[src/rtl/osc_freq_counter.sv]
// osc_freq_counter: counts rising edges of an external oscillator (io_in[0])
// over a fixed gate window of clk cycles, then reports the count as 8N1 UART
// bytes, most significant byte first, on io_out[2].
// Optional build macro OSC_HEADER_EN: each report is prefixed with a 0xA5
// header byte and a flags byte {7'b0, overflow}.
//
// state   | meaning
// --------+-----------------------------------------------------------
// S_IDLE  | waiting for synced enable
// S_GATE  | counting oscillator edges for GATE_CYCLES clk cycles
// S_LATCH | one cycle: copy count into the TX shift register
// S_TX    | shifting out the report bytes, 8N1, back-to-back
module osc_freq_counter #(
    parameter int GATE_CYCLES  = 1000000,
    parameter int CNT_WIDTH    = 24,
    parameter int CLKS_PER_BIT = 104,
    parameter int SYNC_STAGES  = 2
) (
    input  logic        clk,
    input  logic        rst_n,
    input  logic [11:0] io_in,
    output logic [11:0] io_out,
    output logic [11:0] io_oeb
);

`ifdef OSC_HEADER_EN
    localparam int NBYTES = CNT_WIDTH / 8 + 2;
`else
    localparam int NBYTES = CNT_WIDTH / 8;
`endif
    localparam int SHW = NBYTES * 8;
    localparam int GW  = $clog2(GATE_CYCLES);
    localparam int TW  = $clog2(CLKS_PER_BIT);
    localparam int BW  = (NBYTES > 1) ? $clog2(NBYTES) : 1;

    typedef enum logic [1:0] {S_IDLE, S_GATE, S_LATCH, S_TX} state_t;

    state_t                 r_state;
    state_t                 w_state_nxt;
    logic [SYNC_STAGES-1:0] r_osc_sync;
    logic [SYNC_STAGES-1:0] r_en_sync;
    logic                   r_osc_prev;
    logic [GW-1:0]          r_gate_cnt;
    logic [CNT_WIDTH-1:0]   r_edge_cnt;
    logic                   r_ovf;
    logic                   r_ovf_out;
    logic [SHW-1:0]         r_shift;
    logic [TW-1:0]          r_bit_tmr;
    logic [3:0]             r_bit_idx;
    logic [BW-1:0]          r_byte_idx;

    logic                   w_osc;
    logic                   w_en;
    logic                   w_rise;
    logic                   w_sat;
    logic                   w_ovf_nxt;
    logic                   w_gate_last;
    logic                   w_tx_last;
    logic                   w_gate_start;
    logic                   w_busy;
    logic                   w_tx;
    logic [7:0]             w_cur_byte;
    logic [SHW-1:0]         w_load;
    logic                   w_unused_io;

    assign w_osc       = r_osc_sync[SYNC_STAGES-1];
    assign w_en        = r_en_sync[SYNC_STAGES-1];
    assign w_rise      = w_osc & ~r_osc_prev;
    assign w_sat       = &r_edge_cnt;
    assign w_ovf_nxt   = r_ovf | (w_rise & w_sat);
    assign w_gate_last = (r_gate_cnt == GW'(GATE_CYCLES - 1));
    assign w_tx_last   = (r_bit_tmr == '0) && (r_bit_idx == 4'd9) &&
                         (r_byte_idx == BW'(NBYTES - 1));
    assign w_cur_byte  = r_shift[SHW-1 -: 8];
    assign w_busy      = (r_state != S_IDLE);
    assign w_unused_io = ^io_in[11:2];

`ifdef OSC_HEADER_EN
    assign w_load = {8'hA5, 7'b0, r_ovf, r_edge_cnt};
`else
    assign w_load = r_edge_cnt;
`endif

    assign io_out = {7'b0, r_ovf_out, w_busy, w_tx, 2'b00};
    assign io_oeb = 12'h003;

    // Synchronise osc and enable pins; keep previous synced osc for edge detect.
    always_ff @(posedge clk or negedge rst_n) begin
        if (!rst_n) begin
            r_osc_sync <= '0;
            r_en_sync  <= '0;
            r_osc_prev <= 1'b0;
        end else begin
            r_osc_sync <= {r_osc_sync[SYNC_STAGES-2:0], io_in[0]};
            r_en_sync  <= {r_en_sync[SYNC_STAGES-2:0], io_in[1]};
            r_osc_prev <= w_osc;
        end
    end

    // State register.
    always_ff @(posedge clk or negedge rst_n) begin
        if (!rst_n) begin
            r_state <= S_IDLE;
        end else begin
            r_state <= w_state_nxt;
        end
    end

    // Next-state logic; abort on enable loss takes priority over gate completion.
    always_comb begin
        w_state_nxt  = r_state;
        w_gate_start = 1'b0;
        case (r_state)
            S_IDLE: begin
                if (w_en) begin
                    w_state_nxt  = S_GATE;
                    w_gate_start = 1'b1;
                end
            end
            S_GATE: begin
                if (!w_en) begin
                    w_state_nxt = S_IDLE;
                end else if (w_gate_last) begin
                    w_state_nxt = S_LATCH;
                end
            end
            S_LATCH: begin
                w_state_nxt = S_TX;
            end
            S_TX: begin
                if (w_tx_last) begin
                    if (w_en) begin
                        w_state_nxt  = S_GATE;
                        w_gate_start = 1'b1;
                    end else begin
                        w_state_nxt = S_IDLE;
                    end
                end
            end
            default: begin
                w_state_nxt = S_IDLE;
            end
        endcase
    end

    // Gate/edge counting, overflow tracking and UART bit/byte sequencing.
    always_ff @(posedge clk or negedge rst_n) begin
        if (!rst_n) begin
            r_gate_cnt <= '0;
            r_edge_cnt <= '0;
            r_ovf      <= 1'b0;
            r_ovf_out  <= 1'b0;
            r_shift    <= '0;
            r_bit_tmr  <= '0;
            r_bit_idx  <= '0;
            r_byte_idx <= '0;
        end else if (w_gate_start) begin
            r_gate_cnt <= '0;
            r_edge_cnt <= '0;
            r_ovf      <= 1'b0;
            r_ovf_out  <= 1'b0;
        end else begin
            case (r_state)
                S_GATE: begin
                    r_gate_cnt <= r_gate_cnt + 1'b1;
                    if (w_rise && !w_sat) begin
                        r_edge_cnt <= r_edge_cnt + 1'b1;
                    end
                    if (!w_en) begin
                        r_ovf <= 1'b0;
                    end else begin
                        r_ovf <= w_ovf_nxt;
                        // Publish overflow as the window closes so it is valid in LATCH.
                        if (w_gate_last) begin
                            r_ovf_out <= w_ovf_nxt;
                        end
                    end
                end
                S_LATCH: begin
                    r_shift    <= w_load;
                    r_bit_tmr  <= TW'(CLKS_PER_BIT - 1);
                    r_bit_idx  <= '0;
                    r_byte_idx <= '0;
                end
                S_TX: begin
                    if (r_bit_tmr == '0) begin
                        r_bit_tmr <= TW'(CLKS_PER_BIT - 1);
                        if (r_bit_idx == 4'd9) begin
                            r_bit_idx  <= '0;
                            r_byte_idx <= r_byte_idx + 1'b1;
                            r_shift    <= r_shift << 8;
                        end else begin
                            r_bit_idx <= r_bit_idx + 1'b1;
                        end
                    end else begin
                        r_bit_tmr <= r_bit_tmr - 1'b1;
                    end
                end
                default: begin
                end
            endcase
        end
    end

    // Line level: idle high, start bit low, data LSB first, stop bit high.
    always_comb begin
        w_tx = 1'b1;
        if (r_state == S_TX) begin
            if (r_bit_idx == 4'd0) begin
                w_tx = 1'b0;
            end else if (r_bit_idx == 4'd9) begin
                w_tx = 1'b1;
            end else begin
                w_tx = w_cur_byte[3'(r_bit_idx - 4'd1)];
            end
        end
    end

endmodule

[config.mk]
export PLATFORM = sky130hd
export DESIGN_NAME = osc_freq_counter
export DESIGN_NICKNAME = d
export VERILOG_FILES = /design/src/rtl/osc_freq_counter.sv
export SDC_FILE = /design/constraint.sdc
export NUM_CORES = 1
export LEC_CHECK = 0
export CORE_UTILIZATION = 53
export CTS_BUF_LIST = sky130_fd_sc_hd__clkbuf_4 sky130_fd_sc_hd__clkbuf_8 sky130_fd_sc_hd__clkbuf_16
export CTS_CLUSTER_DIAMETER = 80
export DETAILED_ROUTE_END_ITERATION = 12
export PLACE_DENSITY_LB_ADDON = 0.12
export SLEW_MARGIN = 0
export SYNTH_ARGS = -nofsm -noshare
export SYNTH_HDL_FRONTEND = slang
export SYNTH_SLANG_ARGS = --single-unit
[constraint.sdc]
create_clock -name clk -period 2.2 [get_ports clk]
set_input_delay 0.55 -clock clk [delete_from_list [all_inputs] [get_ports clk]]
set_output_delay 0.55 -clock clk [all_outputs]
set_load 0.02 [all_outputs]
==> results of run 1 <==
-- cells by family after synthesis --
family                   count (synthesis)  share of synthesized area, %
flip-flops                              90                          47.0
XOR/XNOR                                32                          5.85
AND/OR/NAND/NOR                        176                          19.7
adder cells (fa/ha/maj)                 13                          3.40
AO/OA/AOI/OAI                           94                          12.3
multiplexers                            20                          4.70
buffers and inverters                   60                          6.92
other                                    2                         0.157
-- power by group through the flow --
stage	clock (uW)	combinational, uW	sequential (uW)
after floorplan	0	448	1850
after global placement	0	634	1860
after detailed placement	0	644	1860
after CTS	1400	643	1830
after global routing	1460	753	1840
final	1370	665	1830
-- registers in the layout, indices dropped and copies added (netlist names), 2 cells and up, named ones only --
name	count
r_edge_cnt	24
r_shift	24
r_gate_cnt	20
r_bit_tmr	7
r_bit_idx	4
r_byte_idx	2
r_en_sync	2
r_osc_sync	2
-- routing by layer --
layer,up-vias,part of all wire (%)
met3,10,2.7
met1,1715,48
li1,1784,-
met5,-,0
met2,50,48
met4,0,1.0
-- how the worst max path moves through the flow --
stage	from	endpoint	slack (ns)	cells after the start
4_1_cts	r_bit_idx[0]	io_out[2]	-0.1	6
6_report	r_bit_idx[0]	io_out[2]	-0.07	6
2_1_floorplan	r_state[0]	r_bit_tmr[5]	0.06	8
3_5_place_dp	r_bit_idx[1]	io_out[2]	-0.14	6
5_1_grt	r_bit_idx[0]	io_out[2]	-0.21	6
3_3_place_gp	r_bit_idx[0]	io_out[2]	-0.1	6
-- cell usage after synthesis, drive strengths merged, types with 3 or more instances --
cell type	instances	share of area (%)
dfrtp	90	47
nand2	42	3.3
nor2	38	3.0
o21ai	36	3.8
buf	31	4.6
a21oi	20	2.1
xor2	19	3.5
inv	18	1.4
mux2i	18	3.8
nand3	16	1.8
nand4	15	2.0
ha	13	3.4
xnor2	13	2.4
or3	12	1.6
clkbuf	11	0.89
and4	9	1.6
a22o	8	1.5
a31oi	8	1.0
and3	8	1.0
nor4	7	1.0
o211ai	6	0.94
or4	6	0.94
and2	4	0.52
nor3	4	0.42
a211oi	3	0.47
nor4b	3	0.55
o31ai	3	0.47
o41ai	3	0.71
-- area by class of cell --
type	instances	area, um2	area share (%)
flip-flops and latches	90	2250	41.5
inverters	18	67.6	1.24
clock inverters	4	98.8	1.82
well taps	108	135	2.49
multi-input cells	356	2350	43.2
repair buffers	46	383	7.05
clock buffers	11	145	2.67
-- through the flow --
stage	setup slack [ns]	setup TNS, ns	cells
2_1_floorplan	0.0645	0	506
3_3_place_gp	-0.0989	-0.0989	613
3_5_place_dp	-0.136	-0.136	613
4_1_cts	-0.0965	-0.0965	631
5_1_grt	-0.205	-0.223	633
6_report	-0.0706	-0.0706	633
-- repair_timing --
action,CTS,global route
setup endpoints to repair,2,49
gates resized for setup,9,14
pin swaps,1,4
setup buffers,3,2
hold buffers,0,0
-- critical path, cell delays in order (launching register included) --
cell	delay [ns]
dfrtp_1	0.38
inv_2	0.06
ha_4	0.28
mux4_2	0.28
mux2i_1	0.13
a21oi_1	0.08
buf_4	0.16
==> results.py, run 1 <==
metrics = {
    "run_status": {
        "status": "complete, but fails checks",
        "violations": "setup timing",
    },
    "pwr": {
        "p_switching_uw": 1070,
        "ir_drop_mv": 0.694,
        "power.share.clock_pct": 35.4,
        "power.internal_uw": 2790,
        "p_total_uw": 3860,
        "power.density_mw_per_mm2": 712,
        "switching_share_pct": 27.7,
        "power.leakage_uw": 0.00238,
        "pwr-share-comb_pct": 17.2,
        "seqPwrFrac_pct": 47.3,
    },
    "sta": {
        "worst_clock_skew_ns": 0.0104,
        "fmax_ghz": 0.440,
        "finalHoldViolations": 0,
        "drv_slew": 0,
        "worst_slack_ns": -0.0706,
        "fin_crit_ns": 2.27,
        "setup_viol": 1,
        "finalCritPeriodShare_pct": 103,
        "rsz0062_at_grt": "yes",
        "holdWs_ns": 0.0952,
    },
    "global_route": {
        "gr-total-overflow": 0,
        "gr-usage-met1_pct": 30.4,
        "grt_start_max_net_pins": 46,
        "antenna_found_initial": 0,
        "met3_usage_pct": 3.88,
        "busiest_layer": "met2",
        "grt_util_met2_pct": 35.8,
        "grt_pass1_vias": 3543,
        "groute.usage.overall_pct": 21.9,
        "grt_pass1_wl_um": 16800,
    },
    "setup_path": {
        "worstPathMaxFanout": 3,
        "path_class": "register to primary output",
        "r2r_cells": 8,
        "arrival_ns": 1.72,
        "critPathRequiredTime_ns": 1.65,
        "endpoint_kind": "primary output",
        "r2r_end": "r_edge_cnt[8]",
        "reg2reg_from": "r_bit_idx[1]",
        "r2r_slack_ns": 0.09,
        "cp-start-kind": "register",
    },
    "cts": {
        "tritoncts": "built",
        "cts.path.max_buffers": 2,
        "cts-root-buf": "clkbuf_8",
        "cts_htree_levels": 3,
        "clk_pin_slew_ns": 0.09,
        "worstSkewPairLatency_ns": 0.35,
        "numCtsBuffers": 9,
        "cts_sinks": 90,
    },
    "layout": {
        "final_common_cell": "dfrtp_1",
        "final_cell_area_mm2": 0.00543,
        "antenna_cells": 0,
        "utilization_pct": 62.2,
        "mostFrequentLayoutCells": "dfrtp_1 (90), nand2_1 (41), buf_4 (39), nor2_1 (38), o21ai_0 (34)",
        "synthToLayoutAreaGrowth_pct": 13.3,
        "fillCellCount": 730,
        "drive_gt1_share_pct": 14.7,
        "final_nets": 548,
    },
    "floorplan": {
        "die_h_um": 97.1,
        "coreArea_mm2": 0.00872,
        "boundaryPins": 38,
        "start_util_pct": 54.9,
        "num_rows": 34,
        "die_w_um": 97.1,
        "dieArea_mm2": 0.00942,
    },
    "synthesis": {
        "synth_ff_type": "dfrtp_1",
        "ys_warn_count": 0,
        "syn_avg_cell_area_um2": 9.83,
        "netlist_instances": 487,
        "synth_area_mm2": 0.00479,
        "ys_seq_area_share_pct": 47.0,
        "synth_enable_flop_cells": 0,
        "yosys_register_bits": 90,
        "yosysUniqueCellTypes": 52,
        "synth-async-reset-ratio_pct": 100,
    },
    "placement": {
        "portBuffers": 6,
        "hpwl_um": 6820,
        "gp_congestion": 0.844,
        "post_dp_cell_area_mm2": 0.00508,
    },
    "routing": {
        "drt_iter0_markers": 97,
        "drt_wl_total_um": 9730,
        "vias": 3559,
        "drc": 0,
        "wire_per_inst_um": 15.4,
        "via_per_inst": 5.62,
        "drt-pass1-iter-count": 4,
        "antenna_left": 0,
    },
    "hold_path": {
        "hold_class": "primary input to async pin",
    },
    "run": {
        "cap_violations": 0,
    },
}
(Power assumes the default switching activity.)
==> run 2, diff against run 1 <==
--- a/config.mk
+++ b/config.mk
@@ -9,7 +9,7 @@
 export CTS_BUF_LIST = sky130_fd_sc_hd__clkbuf_4 sky130_fd_sc_hd__clkbuf_8 sky130_fd_sc_hd__clkbuf_16
 export CTS_CLUSTER_DIAMETER = 80
 export DETAILED_ROUTE_END_ITERATION = 12
-export PLACE_DENSITY_LB_ADDON = 0.12
+export PLACE_DENSITY_LB_ADDON = 0.1
 export SLEW_MARGIN = 0
 export SYNTH_ARGS = -nofsm -noshare
 export SYNTH_HDL_FRONTEND = slang
==> run 2 against run 1 <==
The run still ends with setup timing left. Global-route usage is 0.26 points higher. Sequential power hardly changed. Die area stayed put. Core utilization is 0.46 points lower. Combinational power is 5.3% higher. Cell count stayed put. Sequential share of layout area is 0.31 points higher. Worst hold slack better by 0.077 ns. Via count is 1.3% higher. First-iteration DRC count is 62% higher. Critical path type unchanged. Critical endpoint unchanged.
==> results.py, run 2 (synthesis gave the netlist of run 1 again) <==
metrics = {
    "run_status": {
        "status": "complete, but fails checks",
        "violations": "setup timing",
    },
    "cts": {
        "numCtsBuffers": 9,
        "cts.path.max_buffers": 2,
        "tritoncts": "built",
        "cts-root-buf": "clkbuf_8",
        "worstSkewPairLatency_ns": 0.37,
        "cts_sinks": 90,
        "cts_htree_levels": 3,
        "clk_pin_slew_ns": 0.09,
    },
    "setup_path": {
        "endpoint_kind": "primary output",
        "cp-start-kind": "register",
        "cpMostUsedCell": "buf_6",
        "arrival_ns": 1.82,
        "critPathBufInv": 2,
        "slowest_delay_ns": 0.49,
        "critical_path.top_delay_family": "multiplexers",
        "path_cells": "buf_6 -> mux4_2 -> mux2i_1 -> a21oi_2 -> buf_6",
        "critPathRequiredTime_ns": 1.65,
        "path_class": "register to primary output",
        "slowest_stage": "mux4_2",
        "r2r_slack_ns": 0.08,
        "worstPathMaxFanout": 5,
    },
    "global_route": {
        "grt_start_max_net_pins": 45,
        "grt_pass1_wl_um": 16800,
        "groute.usage.overall_pct": 22.2,
        "antenna_found_initial": 0,
        "grt_pass1_vias": 3534,
        "gr-total-overflow": 0,
    },
    "pwr": {
        "p_total_uw": 3610,
        "power.density_mw_per_mm2": 670,
        "ir_drop_mv": 0.540,
        "power.leakage_uw": 0.00236,
    },
    "routing": {
        "drt-pass1-iter-count": 4,
        "drt_iter0_markers": 157,
        "drt_wl_total_um": 9900,
        "via_per_inst": 5.70,
        "wire_per_inst_um": 15.6,
        "antenna_left": 0,
        "vias": 3607,
        "drc": 0,
    },
    "layout": {
        "largest_registers": "r_edge_cnt: 24 flops, r_shift: 24 flops, r_gate_cnt: 20 flops",
        "antenna_cells": 0,
        "final_nets": 547,
        "instances_no_fill": 633,
        "synthToLayoutAreaGrowth_pct": 12.5,
        "final_cell_area_mm2": 0.00539,
        "drive_gt1_share_pct": 14.5,
        "final_common_cell": "dfrtp_1",
        "mostFrequentLayoutCells": "dfrtp_1 (90), nand2_1 (41), nor2_1 (38), o21ai_0 (35), buf_4 (34)",
    },
    "sta": {
        "worst_clock_skew_ns": 0.0112,
        "slew_headroom_pct": 61.9,
        "setup_viol": 1,
        "fmax_ghz": 0.422,
        "drv_slew": 0,
        "fin_crit_ns": 2.37,
        "setup_tns_ns": -0.167,
        "tightest_slew_ns": 0.571,
        "worst_slack_ns": -0.167,
        "rsz0062_at_grt": "yes",
        "finalHoldViolations": 0,
        "finalCritPeriodShare_pct": 108,
    },
    "floorplan": {
        "die_w_um": 97.1,
        "dieArea_mm2": 0.00942,
        "boundaryPins": 38,
        "die_h_um": 97.1,
        "start_util_pct": 54.9,
        "num_rows": 34,
        "coreArea_mm2": 0.00872,
    },
    "placement": {
        "post_dp_cell_area_mm2": 0.00512,
        "hpwl_um": 6900,
        "gp_congestion": 0.858,
        "dp_slack_ns": -0.132,
        "dpl.cell_count": 616,
        "portBuffers": 6,
    },
    "hold_path": {
        "hold_class": "primary input to async pin",
    },
    "run": {
        "cap_violations": 0,
    },
}
run 2: cell types whose count changed in the layout (fill, tap and decap cells not counted), sizes merged:
cell | before | now
clkinvlp | 0 | 1
inv | 19 | 23
clkbuf | 11 | 9
bufinv | 3 | 0
buf | 42 | 41
clkinv | 0 | 1
run 2: worst paths after layout:
check	startpoint	to	cells after the start
max	r_bit_idx[0]	io_out[2]	5
min	rst_n	r_shift[19]	1
max reg2reg	r_bit_idx[0]	r_edge_cnt[4]	7
min reg2reg	r_en_sync[0]	r_en_sync[1]	0
max in group asynchronous	rst_n	r_osc_sync[1]	2
min in group clk	r_en_sync[0]	r_en_sync[1]	0
run 2: per-layer routing:
layer	up-vias	part of all wire, %	global-route usage (%)	routed length [um]
met1	1767	48	30.3	4770
met5	-	0	0	0
met3	9	3.4	5.25	332
li1	1767	-	-	-
met2	64	48	35.0	4710
met4	0	0.88	7.35	87
run 2: per-stage QoR:
step	utilization [%]	hold WS [ns]
after floorplan	-	0.254
after global placement	58.8	0.336
after detailed placement	58.8	0.343
after CTS	60.9	0.192
after global routing	61.8	0.200
final	61.8	0.172
run 2: repair_timing:
item | in CTS | in global routing
pin swaps | 0 | 1
setup buffers | 0 | 1
gates resized for setup | 6 | 17
hold buffers | 0 | 0
endpoints found under the setup margin | 2 | 51
run 2: layout make-up:
cell class | count | area, um2
clock inverter | 7 | 58.8
fill | 747 | 3330
inverter | 18 | 67.6
timing repair buffer | 45 | 408
sequential | 90 | 2250
multi-input combinational | 356 | 2340
clock buffer | 9 | 124
tap | 108 | 135
run 2: where the power goes:
part	internal, uW	total (uW)	leakage [uW]	switching [uW]
Combinational	282	700	0.00104	417
Sequential	1740	1830	0.00124	87.3
Clock	433	1080	0.0000929	649
